**src/rtl/mac_decomp_pkg.sv**
```systemverilog
// Shared types and constants for the MAC image decompressor SRAM path.
package mac_decomp_pkg;

    localparam int unsigned SRAM_ADDR_W = 18;
    localparam int unsigned SRAM_DATA_W = 16;

    typedef enum logic [1:0] {REQ_NONE, REQ_VGA, REQ_DEC, REQ_UART} requester_id_t;

    typedef struct packed {
        logic          valid;
        requester_id_t id;
    } read_tag_t;

    // Bit order matches the rvalid bundle: {UART, DEC, VGA}.
    function automatic logic [2:0] tag_to_onehot(input read_tag_t tag);
        logic [2:0] oh;
        case (tag.id)
            REQ_VGA:  oh = 3'b001;
            REQ_DEC:  oh = 3'b010;
            REQ_UART: oh = 3'b100;
            default:  oh = 3'b000;
        endcase
        return tag.valid ? oh : 3'b000;
    endfunction

endpackage

```
**src/rtl/sram_read_tag_pipe.sv**
```systemverilog
// Tracks outstanding reads as {valid, id} tags and returns SRAM data to the
// requester that issued each read, in grant order.
module sram_read_tag_pipe
    import mac_decomp_pkg::*;
#(
    parameter int unsigned DEPTH  = 3,
    parameter int unsigned DATA_W = SRAM_DATA_W
) (
    input  logic              clk_i,
    input  logic              rst_i,
    input  read_tag_t         push_i,
    input  logic [DATA_W-1:0] rd_data_i,
    output logic [2:0]        rvalid_o,
    output logic [DATA_W-1:0] rdata_o
);

    read_tag_t         tag_q [DEPTH];
    read_tag_t         tag_d [DEPTH];
    logic [DATA_W-1:0] rdata_q, rdata_d;

    // SRAM data is captured one stage before the tag reaches the output stage.
    always_comb begin
        tag_d[0] = push_i;
        for (int i = 1; i < DEPTH; i++) begin
            tag_d[i] = tag_q[i-1];
        end
        rdata_d = tag_q[DEPTH-2].valid ? rd_data_i : rdata_q;
    end

    always_ff @(posedge clk_i) begin
        if (rst_i) begin
            for (int i = 0; i < DEPTH; i++) begin
                tag_q[i] <= '0;
            end
            rdata_q <= '0;
        end else begin
            for (int i = 0; i < DEPTH; i++) begin
                tag_q[i] <= tag_d[i];
            end
            rdata_q <= rdata_d;
        end
    end

    assign rvalid_o = tag_to_onehot(tag_q[DEPTH-1]);
    assign rdata_o  = rdata_q;

endmodule

```
**src/rtl/sram_arbiter.sv**
```systemverilog
// Fixed-priority SRAM port arbiter (VGA > decoder > UART) with a starvation
// guard that promotes the UART above the decoder after MAX_WAIT blocked cycles.
module sram_arbiter
    import mac_decomp_pkg::*;
#(
    parameter int unsigned ADDR_W       = SRAM_ADDR_W,
    parameter int unsigned DATA_W       = SRAM_DATA_W,
    parameter int unsigned READ_LATENCY = 2,
    parameter int unsigned MAX_WAIT     = 8
) (
    input  logic              Clock_50,
    input  logic              Reset,
    input  logic [2:0]        Enable,
    input  logic              VGA_req,
    input  logic              DEC_req,
    input  logic              UART_req,
    input  logic [ADDR_W-1:0] VGA_addr,
    input  logic [ADDR_W-1:0] DEC_addr,
    input  logic [ADDR_W-1:0] UART_addr,
    input  logic              DEC_we,
    input  logic              UART_we,
    input  logic [DATA_W-1:0] DEC_wdata,
    input  logic [DATA_W-1:0] UART_wdata,
    output logic              VGA_grant,
    output logic              DEC_grant,
    output logic              UART_grant,
    output logic              VGA_rvalid,
    output logic              DEC_rvalid,
    output logic              UART_rvalid,
    output logic [DATA_W-1:0] rdata,
    output logic [ADDR_W-1:0] SRAM_address,
    output logic [DATA_W-1:0] SRAM_write_data,
    output logic              SRAM_we_n,
    input  logic [DATA_W-1:0] SRAM_read_data
);

    localparam int unsigned WAIT_W = $clog2(MAX_WAIT + 1);

    logic              vga_ok, dec_ok, uart_ok, promoted;
    logic [ADDR_W-1:0] addr_q, addr_d;
    logic [DATA_W-1:0] wdata_q, wdata_d;
    logic              we_n_q, we_n_d;
    logic [WAIT_W-1:0] wait_q, wait_d;
    read_tag_t         push;

    always_comb begin
        vga_ok     = VGA_req & Enable[0];
        dec_ok     = DEC_req & Enable[1];
        uart_ok    = UART_req & Enable[2];
        promoted   = (wait_q == WAIT_W'(MAX_WAIT));
        VGA_grant  = ~Reset & vga_ok;
        DEC_grant  = ~Reset & ~vga_ok & dec_ok & ~(promoted & uart_ok);
        UART_grant = ~Reset & ~vga_ok & uart_ok & (promoted | ~dec_ok);
    end

    always_comb begin
        addr_d  = addr_q;
        wdata_d = wdata_q;
        we_n_d  = 1'b1;
        push    = '0;
        if (VGA_grant) begin
            addr_d = VGA_addr;
            push   = '{valid: 1'b1, id: REQ_VGA};
        end else if (DEC_grant) begin
            addr_d  = DEC_addr;
            wdata_d = DEC_wdata;
            we_n_d  = ~DEC_we;
            push    = '{valid: ~DEC_we, id: REQ_DEC};
        end else if (UART_grant) begin
            addr_d  = UART_addr;
            wdata_d = UART_wdata;
            we_n_d  = ~UART_we;
            push    = '{valid: ~UART_we, id: REQ_UART};
        end

        // Only decoder wins count as blocking; VGA cycles leave the count alone.
        wait_d = wait_q;
        if (UART_grant || !UART_req) begin
            wait_d = '0;
        end else if (uart_ok && DEC_grant && !promoted) begin
            wait_d = wait_q + WAIT_W'(1);
        end
    end

    always_ff @(posedge Clock_50) begin
        if (Reset) begin
            addr_q  <= '0;
            wdata_q <= '0;
            we_n_q  <= 1'b1;
            wait_q  <= '0;
        end else begin
            addr_q  <= addr_d;
            wdata_q <= wdata_d;
            we_n_q  <= we_n_d;
            wait_q  <= wait_d;
        end
    end

    assign SRAM_address    = addr_q;
    assign SRAM_write_data = wdata_q;
    assign SRAM_we_n       = we_n_q;

    sram_read_tag_pipe #(
        .DEPTH  (READ_LATENCY + 1),
        .DATA_W (DATA_W)
    ) u_tag_pipe (
        .clk_i     (Clock_50),
        .rst_i     (Reset),
        .push_i    (push),
        .rd_data_i (SRAM_read_data),
        .rvalid_o  ({UART_rvalid, DEC_rvalid, VGA_rvalid}),
        .rdata_o   (rdata)
    );

endmodule

```
**config.mk**
```make
export PLATFORM = sky130hd
export DESIGN_NAME = sram_arbiter
export DESIGN_NICKNAME = d
export VERILOG_FILES = /design/src/rtl/mac_decomp_pkg.sv /design/src/rtl/sram_read_tag_pipe.sv /design/src/rtl/sram_arbiter.sv
export SDC_FILE = /design/constraint.sdc
export NUM_CORES = 1
export LEC_CHECK = 0
export ABC_AREA = 1
export BUFFER_PORTS_ARGS = -buffer_cell sky130_fd_sc_hd__buf_2
export CORE_MARGIN = 2
export CORE_UTILIZATION = 46
export CTS_BUF_LIST = sky130_fd_sc_hd__clkbuf_8
export DETAILED_ROUTE_END_ITERATION = 8
export GPL_TIMING_DRIVEN = 0
export PLACE_DENSITY_LB_ADDON = 0.3
export RECOVER_POWER = 25
export SETUP_SLACK_MARGIN = 0.5
export SYNTH_ARGS = -nofsm -noshare
export SYNTH_HDL_FRONTEND = slang
export SYNTH_SLANG_ARGS = --single-unit
```
**constraint.sdc**
```tcl
create_clock -name Clock_50 -period 1.75 [get_ports Clock_50]
set_input_delay 0.4375 -clock Clock_50 [delete_from_list [all_inputs] [get_ports Clock_50]]
set_output_delay 0.4375 -clock Clock_50 [all_outputs]
set_load 0.01 [all_outputs]
```
==> results of run 1 <==
==> synthesized netlist by cell type, types with 4 or more instances <==
cell,number
a21oi_1,22
buf_2,8
buf_6,4
clkbuf_1,10
dfxtp_1,64
inv_1,66
nand2_1,118
nand3_1,55
nand3b_1,18
nor2_1,72
o21ai_0,17
==> registers in the layout (all words and copies together), names as in the netlist <==
register	cells
SRAM_address	18
SRAM_we_n	1
SRAM_write_data	16
u_tag_pipe.rdata_o	16
u_tag_pipe.tag_q	9
wait_q	4
==> metrics by stage <==
step	setup slack, ns	utilization [%]	total power [mW]
global placement	-0.104	61.7	2.18
floorplan	0.202	-	1.93
CTS	-0.150	68.5	3.35
detailed placement	-0.108	61.7	2.20
finish	-0.152	75.0	3.44
global route	-0.211	75.0	3.60
==> layer usage <==
| metal | vias to the layer above | track usage (%) |
|---|---|---|
| met5 | - | 0 |
| met4 | 0 | 11.2 |
| met3 | 10 | 6.64 |
| met2 | 121 | 42.6 |
| met1 | 1691 | 29.5 |
| li1 | 1880 | - |
==> path summary, 6_finish.rpt <==
check	startpoint	endpoint	slack (ns)	depth (start not counted)
max	wait_q[0]$_SDFFE_PP0P_	DEC_grant	-0.15	9
min	SRAM_read_data[10]	u_tag_pipe.rdata_o[10]$_SDFFE_PP0P_	0.32	3
max reg2reg	wait_q[0]$_SDFFE_PP0P_	wait_q[2]$_SDFFE_PP0P_	-0.10	13
min reg2reg	u_tag_pipe.tag_q[0][1]$_SDFF_PP0_	u_tag_pipe.tag_q[0][4]$_SDFF_PP0_	0.40	2
==> layout by cell type, fill, tap and decap left out, drive strengths merged, types with 3 or more instances in the layout <==
cell type,count
a21oi,22
buf,201
clkbuf,23
clkinv,3
clkinvlp,4
dfxtp,64
inv,71
nand2,122
nand3,55
nand3b,18
nor2,74
nor3,3
o21ai,18
==> worst register-to-register path: stages, from the launching register on <==
cell and delay [ns]:
dfxtp_2 0.34, inv_2 0.05, ha_4 0.15, nand2_2 0.07, nor2_2 0.04, nand2_2 0.12
nand2_4 0.07, buf_4 0.14, buf_6 0.12, bufbuf_16 0.26, nor2_4 0.17, inv_2 0.08
nand2_1 0.07, a21oi_1 0.06
==> layout make-up <==
class	instances	share of cell area [%]
clock inverters	6	0.720
flip-flops and latches	64	26.8
multi-input cells	318	32.6
plain buffers	24	3.70
repair buffers	192	25.7
clock buffers	10	2.73
inverters	72	5.84
well taps	80	1.99
==> timing repair <==
action                                  4_1_cts  5_1_grt
cloned                                        3        1
hold buffers                                  0        0
pin swaps                                    18       34
gates resized for setup                      56      103
endpoints found under the setup margin       81      101
buffers inserted                             11       10
==> cells by family (layout without fill, tap and decap cells) <==
kind of cell	after synthesis	count (layout)	synth area share, %
adder cells (fa/ha/maj)	2	2	0.792
AND/OR/NAND/NOR	273	273	38.2
buffers and inverters	96	304	13.0
XOR/XNOR	2	2	0.555
flip-flops	64	64	40.6
AO/OA/AOI/OAI	41	41	6.93
==> power by group <==
part	internal [mW]	switching, mW	leakage (nW)
combinational	0.363	0.356	2.03
clock	0.541	0.576	0.0855
sequential	1.56	0.0496	0.546
==> summary.txt, run 1 <==
Final layout
  • Multi-input gate area: 0.00164 mm²
  • Number of inserted diodes: 0
  • Cell area after layout: 0.00504 mm²
  • Proportion of layout cells with a drive suffix above 1: 49.3%
  • Final net count: 795
  • Non-filler cells, final: 766
  • Syn-to-layout area delta: 59.5%
  • Register Area: 0.00135 mm²
  • FILL cells: 525

Critical path
  • Crit-path cells: inv_2 > ha_4 > nand2_2 > nor2_2 > nand2_2 > nand2_4 > inv_6 > buf_6 > buf_6
  • Worst path slowest cell: dfxtp_2
  • Required @ worst endpoint: 1.31 ns
  • Startpoint Class: flip-flop
  • Crit-path max FO: 2
  • Crit path buf inv count: 4
  • Critical path class: reg2out
  • Data arrival, critical path: 1.46 ns
  • Crit-path leading delay family: simple AND/OR/NAND/NOR gates
  • CP peak stage delay: 0.33 ns
  • CP endpoint kind: primary output

Place
  • GPL Wtd Cong: 0.806
  • Placed insts: 725
  • Detailed placement HPWL: 6640 µm
  • PortBufs: 167
  • Placed Area: 0.00415 mm²

Synth
  • Ranking of synthesized cells by area: dfxtp_1 (41%), nand2_1 (14%), nand3_1 (8.7%), nor2_1 (8.6%), inv_1 (7.8%)
  • Net Count, Synth: 592
  • Ys async rst share: 0%
  • Synthesized cell area: 0.00316 mm²
  • Post-Synthesis Cells: 478
  • Post-synthesis sequential area ratio: 40.6%
  • Top FF cell, synth: dfxtp_1
  • Yosys synthesis warning count: 0
  • EDFF count, synth: 0
  • Area share of the largest cell type after synthesis: 40.6%
  • Syn_area_per_cell: 6.61 µm²
  • #FFs+latches synth: 64
  • Synth area leader: dfxtp_1
  • Unique masters post-synth: 27

CTS
  • Root Buffer: clkbuf_8
  • H-tree depth: 3
  • Clk slew on worst S/H paths: 0.07 ns
  • CTS tree: yes
  • CTS Buffer Depth: 2
  • Clk_lat worst skew: 0.34 ns
  • Num CTS Buffers: 9
  • CTS Sinks: 64

Floorplan
  • Die ar.: 0.00754 mm²
  • Die Width: 86.9 µm
  • Die H: 86.9 µm
  • Cell row count: 30
  • Ports: 169
  • Core Area: 0.00672 mm²
  • Initial Util: 47.0%

Drt
  • DR vias/cell: 4.83
  • 1st-pass router iterations: 4
  • Highest Signal Layer: met4
  • Remaining DRCs: 0
  • DRT Wirelength: 10100 µm
  • M1 WL: 3920 µm
  • Routed wl met3: 673 µm
  • Vias: 3702
  • DR WL/cell: 13.2 µm
  • Wire length on met2: 5370 µm
  • Routed Antenna Nets: 0
  • DRT iter0 DRCs: 143

STA
  • Final WS setup: -0.152 ns
  • Max_slew headroom: 57.8%
  • RSZ-0062 raised after global routing: true
  • Final Cycle Share: 109%
  • Hold_ws: 0.322 ns
  • Clock period minus final worst setup slack: 1.90 ns
  • F_max: 526 MHz
  • Setup TNS: -1.19 ns
  • Setup Skew: 0.00566 ns
  • Hold Vio Cnt, Final: 0
  • Number of setup violations in the final report: 19
  • Slew @ Worst Pin: 0.633 ns
  • Slew Limit Fails: 0

Min path
  • Hold Path Class: in2reg

GRT
  • GR Overflow Total: 0
  • Initial antenna violation count: 0
  • Global-route wire length before repair: 15000 µm
  • Largest net degree at the start of global routing: 12
  • Vias in the first global route: 3328
  • Tot GR Track Use: 25.1%

Pwr
  • Worst IR drop on VDD: 563 µV
  • LEAKAGE: 2.66 nW
  • Pwr Density: 683 mW/mm²

Status
  • Failing checks: setup timing
  • Run status: finished with violations

Job
  • Max Cap Viol: 0
Note: power is estimated with default switching activity, not from simulation.
==> run 2, diff against run 1 <==
--- a/config.mk
+++ b/config.mk
@@ -5,10 +5,9 @@
 export SDC_FILE = /design/constraint.sdc
 export NUM_CORES = 1
 export LEC_CHECK = 0
-export ABC_AREA = 1
 export BUFFER_PORTS_ARGS = -buffer_cell sky130_fd_sc_hd__buf_2
 export CORE_MARGIN = 2
-export CORE_UTILIZATION = 46
+export CORE_UTILIZATION = 44
 export CTS_BUF_LIST = sky130_fd_sc_hd__clkbuf_8
 export DETAILED_ROUTE_END_ITERATION = 8
 export GPL_TIMING_DRIVEN = 0
==> run 2 against run 1 <==
- the flow still finishes with violations (setup timing)
- area after synthesis shrank 16%
- combinational power is 7.9% lower
- design area down 11%
- sequential power barely moved
- register-to-register slack gained 0.07 ns
- critical path depth decreased by 2
- clock power increased by 17%
- die area down 11%
- clock skew up 0.0018 ns
- largest cell class unchanged
- highest routed layer unchanged
==> summary.txt, run 2 <==
GRT
  • Global-route wire length before repair: 12600 µm (-16%)
  • Vias in the first global route: 2821 (-15%)
  • GR Overflow Total: 0 (unchanged)
  • Tot GR Track Use: 24.4% (-0.65 points)
  • Initial antenna violation count: 0 (unchanged)
  • Largest net degree at the start of global routing: 12 (unchanged)

Critical path
  • Crit-path max FO: 3 (+1)
  • Worst R2R Setup Slack: -0.03 ns (+0.07 ns)
  • Reg2Reg Capture Point: SRAM_address[13]$_SDFFE_PP0P_
  • Data arrival, critical path: 1.49 ns (+0.03 ns)
  • Worst r2r src: wait_q[1]$_SDFFE_PP0P_
  • Crit-path cells: inv_2 > ha_4 > nand3b_4 > o2111ai_4 > inv_4 > buf_6 > buf_6
  • Required @ worst endpoint: 1.31 ns (about the same)
  • R2R cell count: 11 (-2)
  • Worst path slowest cell: dfxtp_2
  • Most common cell type on the critical path: buf_6
  • CP peak stage delay: 0.32 ns (about the same)
  • CP endpoint kind: primary output
  • Startpoint Class: flip-flop
  • Critical path class: reg2out

STA
  • Clock period minus final worst setup slack: 1.93 ns (+0.0301 ns)
  • Slew Limit Fails: 0 (unchanged)
  • Setup Skew: 0.00746 ns (+0.00179 ns)
  • RSZ-0062 raised after global routing: true
  • Hold Vio Cnt, Final: 0 (unchanged)
  • Number of setup violations in the final report: 7 (-12)
  • Slew @ Worst Pin: 0.588 ns (-0.0449 ns)
  • F_max: 518 MHz (-1.6%)
  • Max_slew headroom: 60.8% (+3.0 points)
  • Final Cycle Share: 110% (+1.7 points)
  • Final WS setup: -0.182 ns (-0.0301 ns)

Synth
  • Post-synthesis sequential area ratio: 48.0% (+7.5 points)
  • Unique masters post-synth: 36 (+33%)
  • EDFF count, synth: 0 (unchanged)
  • Yosys synthesis warning count: 0 (unchanged)
  • Area share of the largest cell type after synthesis: 48.0% (+7.5 points)
  • Ranking of synthesized cells by area: dfxtp_1 (48%), a22oi_1 (10%), mux2i_1 (6.4%), nor2_1 (5.3%), a311oi_1 (5.3%)
  • Net Count, Synth: 398 (-33%)
  • Synth area leader: dfxtp_1
  • Count leader, synth: dfxtp_1
  • Synth top cells by count: dfxtp_1 (64), nor2_1 (38), nand2_1 (37)
  • Post-Synthesis Cells: 284 (-41%)
  • Top FF cell, synth: dfxtp_1
  • Ys async rst share: 0% (unchanged)
  • Synthesized cell area: 0.00267 mm² (-16%)
  • Syn_area_per_cell: 9.39 µm² (+42%)
  • #FFs+latches synth: 64 (unchanged)

Drt
  • DR vias/cell: 5.26 (+8.9%)
  • Vias: 2995 (-19%)
  • Routed Antenna Nets: 0 (unchanged)
  • Remaining DRCs: 0 (unchanged)
  • 1st-pass router iterations: 4 (unchanged)
  • DRT Wirelength: 8730 µm (-13%)
  • DR WL/cell: 15.3 µm (+17%)
  • DRT iter0 DRCs: 109 (-24%)

Final layout
  • FILL cells: 447 (-15%)
  • Number of inserted diodes: 0 (unchanged)
  • Final net count: 603 (-24%)
  • Commonest non-fill, non-tap cell in the layout: buf_2
  • Proportion of layout cells with a drive suffix above 1: 62.1% (+13 points)
  • Largest register FFs: 18 (unchanged)
  • Cell area after layout: 0.00449 mm² (-11%)
  • Non-filler cells, final: 569 (-26%)
  • Syn-to-layout area delta: 68.3%
  • Most frequent cells in the layout: buf_2 (151), dfxtp_2 (46), nor2_1 (38)

Floorplan
  • Core Area: 0.00589 mm² (-12%)
  • Cell row count: 28 (-6.7%)
  • Initial Util: 45.3% (-1.7 points)
  • Die ar.: 0.00670 mm² (-11%)
  • Ports: 169 (unchanged)
  • Die H: 81.9 µm (-5.8%)
  • Die Width: 81.9 µm (-5.8%)

Place
  • GPL Wtd Cong: 0.806 (about the same)
  • Detailed placement HPWL: 5920 µm (-11%)
  • Placed insts: 525 (-28%)
  • Placed Area: 0.00371 mm² (-10%)
  • PortBufs: 166 (-0.60%)
  • Place WS: -0.234 ns (-0.126 ns)

CTS
  • Root Buffer: clkbuf_8
  • CTS tree: yes
  • Num CTS Buffers: 9 (unchanged)
  • Clk slew on worst S/H paths: 0.07 ns (about the same)
  • Clk_lat worst skew: 0.33 ns (about the same)
  • H-tree depth: 3 (unchanged)
  • CTS Sinks: 64 (unchanged)
  • CTS Buffer Depth: 2 (unchanged)

Pwr
  • Worst IR drop on VDD: 546 µV (-3.0%)
  • Pwr Density: 795 mW/mm² (+16%)
  • LEAKAGE: 2.03 nW (-24%)

Min path
  • Worst Hold Depth: 3 (unchanged)
  • Worst hold start: DEC_addr[4]
  • Hold Path Class: in2reg
  • Hold endpoint: SRAM_address[4]$_SDFFE_PP0P_

Status
  • Failing checks: setup timing
  • Run status: finished with violations

Job
  • Max Cap Viol: 0 (unchanged)
run 2: cell count changes after synthesis, moves of 4 or more:
cell      change
nand2_1      -81
inv_1        -62
nand3_1      -52
a22oi_1      +36
nor2_1       -34
a21oi_1      -22
mux2i_1      +17
nand3b_1     -17
a311oi_1     +16
o21ai_1       +7
nor2b_1       +6
o21ai_0       -6
clkbuf_1      -4
run 2: worst max path at each step:
stage / startpoint / end / slack (ns)
2_1_floorplan: Reset / DEC_grant / 0.14
6_report: wait_q[1]$_SDFFE_PP0P_ / DEC_grant / -0.18
3_5_place_dp: UART_req / DEC_grant / -0.23
5_1_grt: wait_q[1]$_SDFFE_PP0P_ / UART_grant / -0.28
4_1_cts: wait_q[0]$_SDFFE_PP0P_ / DEC_grant / -0.20
3_3_place_gp: UART_req / DEC_grant / -0.25
run 2: final cells by class:
cell class	instances	area [µm²]	share of cell area (%)
multi-input combinational	194	1420	31.7
sequential	64	1340	29.8
timing repair buffer	194	1190	26.6
buffer	20	204	4.54
clock buffer	11	151	3.37
tap	75	93.8	2.09
clock inverter	5	55.1	1.23
inverter	6	30.0	0.669
run 2: cells by family after synthesis:
| family | Yosys count | share of synthesized area (%) |
|---|---|---|
| and+or+nand+nor | 94 | 15.9 |
| AOI/OAI and AO/OA | 78 | 22.6 |
| DFF | 64 | 48.0 |
| buffers and inverters | 26 | 5.11 |
| muxes | 17 | 6.38 |
| xor gates and xnor gates | 3 | 0.985 |
| adders and majority gates | 2 | 0.938 |
run 2: stage by stage:
stage / power (mW) / hold slack [ns] / setup TNS [ns] / utilization (%)
floorplan: 1.88 / 0.414 / 0 / -
global placement: 2.13 / 0.416 / -1.31 / 63.1
detailed placement: 2.14 / 0.423 / -1.44 / 63.1
CTS: 3.51 / 0.319 / -0.352 / 72.5
global route: 3.71 / 0.342 / -1.86 / 76.3
finish: 3.57 / 0.332 / -0.421 / 76.3
run 2: report_power, final:
group / internal, mW / switching [mW]
Combinational: 0.344 / 0.318
Clock: 0.731 / 0.578
Sequential: 1.55 / 0.0458
Total: 2.63 / 0.942
run 2: critical path, delay by kind of cell, from the launching register on:
| family | cells | cell delay (ns) |
|---|---|---|
| adder cells (fa/ha/maj) | 1 | 0.15 |
| AO/OA/AOI/OAI | 1 | 0.25 |
| AND/OR/NAND/NOR | 1 | 0.10 |
| buffers and inverters | 4 | 0.34 |
| flip-flops | 1 | 0.32 |
run 2: repair_timing:
action                                  4_1_cts  5_1_grt
endpoints found under the setup margin       60       94
resized for setup                            52       66
pin swaps                                    12       10
gates cloned                                  1        0
hold buffers                                  0        0
buffers inserted                             20        7
run 2: routing by layer:
metal / track usage [%] / vias up / routed length [µm]
li1: - / 1434 / -
met1: 28.0 / 1399 / 3490
met2: 43.3 / 143 / 4350
met3: 6.26 / 19 / 688
met4: 9.50 / 0 / 200
met5: 0 / - / 0
==> run 3, diff against run 2 <==
--- a/config.mk
+++ b/config.mk
@@ -13,6 +13,7 @@
 export GPL_TIMING_DRIVEN = 0
 export PLACE_DENSITY_LB_ADDON = 0.3
 export RECOVER_POWER = 25
+export REMOVE_ABC_BUFFERS = 1
 export SETUP_SLACK_MARGIN = 0.5
 export SYNTH_ARGS = -nofsm -noshare
 export SYNTH_HDL_FRONTEND = slang
==> run 3 against run 2 <==
- via count down 1.5%
- the run still ends with setup timing left
- non-clock buffer count down 17
- critical endpoint unchanged
- sequential cell count unchanged
- critical path type unchanged
- cell count down 2.6%
- global-route usage up 0.46 points
- sequential power about the same
==> summary.txt, run 3 (synthesis gave the netlist of run 2 again) <==
Critical path
  • Worst path slowest cell: dfxtp_4
  • CP endpoint kind: primary output
  • Crit-path max FO: 3 (unchanged)
  • Worst r2r src: wait_q[0]$_SDFFE_PP0P_
  • Crit-path cells: inv_2 > ha_4 > nand3b_4 > o2111ai_4 > inv_8 > buf_6
  • Worst R2R Setup Slack: -0.12 ns (-0.09 ns)
  • R2R cell count: 9 (-2)
  • CP peak stage delay: 0.35 ns (+0.03 ns)
  • Data arrival, critical path: 1.47 ns (-0.02 ns)
  • Critical path class: reg2out
  • Reg2Reg Capture Point: SRAM_write_data[12]$_SDFFE_PP0P_
  • Required @ worst endpoint: 1.31 ns (about the same)
  • Crit path launch: wait_q[0]$_SDFFE_PP0P_
  • Startpoint Class: flip-flop

CTS
  • Clk slew on worst S/H paths: 0.07 ns (about the same)
  • CTS Sinks: 64 (unchanged)
  • CTS tree: yes
  • Root Buffer: clkbuf_8
  • H-tree depth: 3 (unchanged)
  • Clk_lat worst skew: 0.34 ns (about the same)
  • CTS Buffer Depth: 2 (unchanged)
  • Num CTS Buffers: 9 (unchanged)

Status
  • Run status: finished with violations
  • Failing checks: setup timing

STA
  • Slew @ Worst Pin: 0.955 ns (+0.366 ns)
  • Hold_ws: 0.307 ns (-0.0256 ns)
  • Final Cycle Share: 109% (-1.1 points)
  • Number of setup violations in the final report: 21 (+14)
  • Max_slew headroom: 36.3% (-25 points)
  • RSZ-0062 raised after global routing: true
  • F_max: 523 MHz (+1.0%)
  • Hold Vio Cnt, Final: 0 (unchanged)
  • Slew Limit Fails: 0 (unchanged)
  • Final WS setup: -0.162 ns (+0.0199 ns)
  • Setup TNS: -1.13 ns (-0.710 ns)
  • Clock period minus final worst setup slack: 1.91 ns (-0.0199 ns)
  • Setup Skew: 0.00746 ns (+0.00000675 ns)

Floorplan
  • Core Area: 0.00589 mm² (unchanged)
  • Initial Util: 45.3% (unchanged)
  • Die H: 81.9 µm (unchanged)
  • Die Width: 81.9 µm (unchanged)
  • Cell row count: 28 (unchanged)
  • Ports: 169 (unchanged)
  • Die ar.: 0.00670 mm² (unchanged)

GRT
  • Vias in the first global route: 2732 (-3.2%)
  • Largest net degree at the start of global routing: 23 (+11)
  • Global-route wire length before repair: 12500 µm (-1.1%)
  • GR Overflow Total: 0 (unchanged)
  • Tot GR Track Use: 24.9% (+0.46 points)
  • Initial antenna violation count: 0 (unchanged)

Min path
  • Worst Hold Depth: 2 (-1)
  • Hold Path Class: in2reg
  • Worst hold start: DEC_we
  • Hold endpoint: SRAM_we_n$_SDFF_PP1_

Drt
  • DRT iter0 DRCs: 186 (+71%)
  • DR WL/cell: 16.0 µm (+4.4%)
  • DR vias/cell: 5.33 (+1.2%)
  • Vias: 2951 (-1.5%)
  • Routed Antenna Nets: 0 (unchanged)
  • DRT Wirelength: 8880 µm (+1.7%)
  • Remaining DRCs: 0 (unchanged)
  • 1st-pass router iterations: 4 (unchanged)

Final layout
  • Proportion of layout cells with a drive suffix above 1: 63.9% (+1.7 points)
  • Fin util: 78.5% (+2.2 points)
  • Commonest non-fill, non-tap cell in the layout: buf_2
  • FILL cells: 402 (-10%)
  • Syn-to-layout area delta: 73.2%
  • Largest register FFs: 18 (unchanged)
  • Most frequent cells in the layout: buf_2 (127), dfxtp_2 (52), buf_6 (44)
  • Number of inserted diodes: 0 (unchanged)
  • Non-filler cells, final: 554 (-2.6%)
  • Cell area after layout: 0.00462 mm² (+2.9%)
  • Final net count: 588 (-2.5%)

Place
  • Place WS: -0.809 ns (-0.575 ns)
  • Detailed placement HPWL: 5020 µm (-15%)
  • GPL Wtd Cong: 0.780 (-3.3%)
  • Placed Area: 0.00349 mm² (-5.9%)
  • Placed insts: 507 (-3.4%)
  • PortBufs: 168 (+1.2%)

Job
  • Max Cap Viol: 0 (unchanged)

Pwr
  • Pwr Density: 816 mW/mm² (+2.7%)
  • Pwr Total: 3.77 mW (+5.7%)
  • LEAKAGE: 2.01 nW (-0.95%)
  • Worst IR drop on VDD: 498 µV (-8.8%)
==> run 3: cell count changes in the layout (fill, tap and decap cells not counted), moves of 5 or more <==
cell | previous run | this run
buf_2 | 151 | 127
buf_6 | 31 | 44
o21ai_0 | 0 | 10
o21ai_1 | 18 | 8
dfxtp_1 | 18 | 11
dfxtp_2 | 46 | 52
clkbuf_1 | 6 | 1
==> run 3: worst max-delay path by stage <==
stage | slack [ns] | end
floorplan | 0.02 | DEC_grant
global placement | -0.81 | DEC_grant
detailed placement | -0.81 | VGA_grant
CTS | -0.13 | DEC_grant
global route | -0.20 | DEC_grant
finish | -0.16 | DEC_grant
==> run 3: layout make-up <==
type | instances | area (µm²) | area share (%)
clock buffer | 12 | 165 | 3.57
multi-input combinational | 195 | 1450 | 31.3
timing repair buffer | 197 | 1450 | 31.4
tap | 75 | 93.8 | 2.03
clock inverter | 4 | 75.1 | 1.62
timing repair inverter | 1 | 6.26 | 0.135
sequential | 64 | 1350 | 29.2
inverter | 6 | 35.0 | 0.758
==> run 3: power breakdown <==
| group | leakage, nW | total [mW] | internal [mW] | switching [mW] |
|---|---|---|---|---|
| combinational | 1.35 | 0.663 | 0.361 | 0.302 |
| sequential | 0.546 | 1.61 | 1.55 | 0.0587 |
| clock | 0.115 | 1.50 | 0.919 | 0.579 |
==> run 3: metal layers <==
metal	part of all wire, %	vias to the layer above	global-route usage, %	routed length, µm
met5	0	-	0	0
met1	39	1390	28.6	3470
met4	2.2	0	12.7	191
met3	6.5	20	5.16	575
met2	52	130	43.4	4640
li1	-	1411	-	-
==> run 3: worst max-delay path, delay by kind of cell, from the launching register on <==
kind	cells	cell delay [ns]
flops	1	0.35
simple gates	1	0.12
buf+inv	3	0.23
compound gates	1	0.30
fa+ha+maj	1	0.14
==> run 3: timing repair <==
item / in CTS / in global routing
gates cloned: 5 / 0
gates resized for setup: 63 / 88
hold buffers: 0 / 0
pin swaps: 13 / 4
endpoints found under the setup margin: 85 / 92
setup buffers: 20 / 6
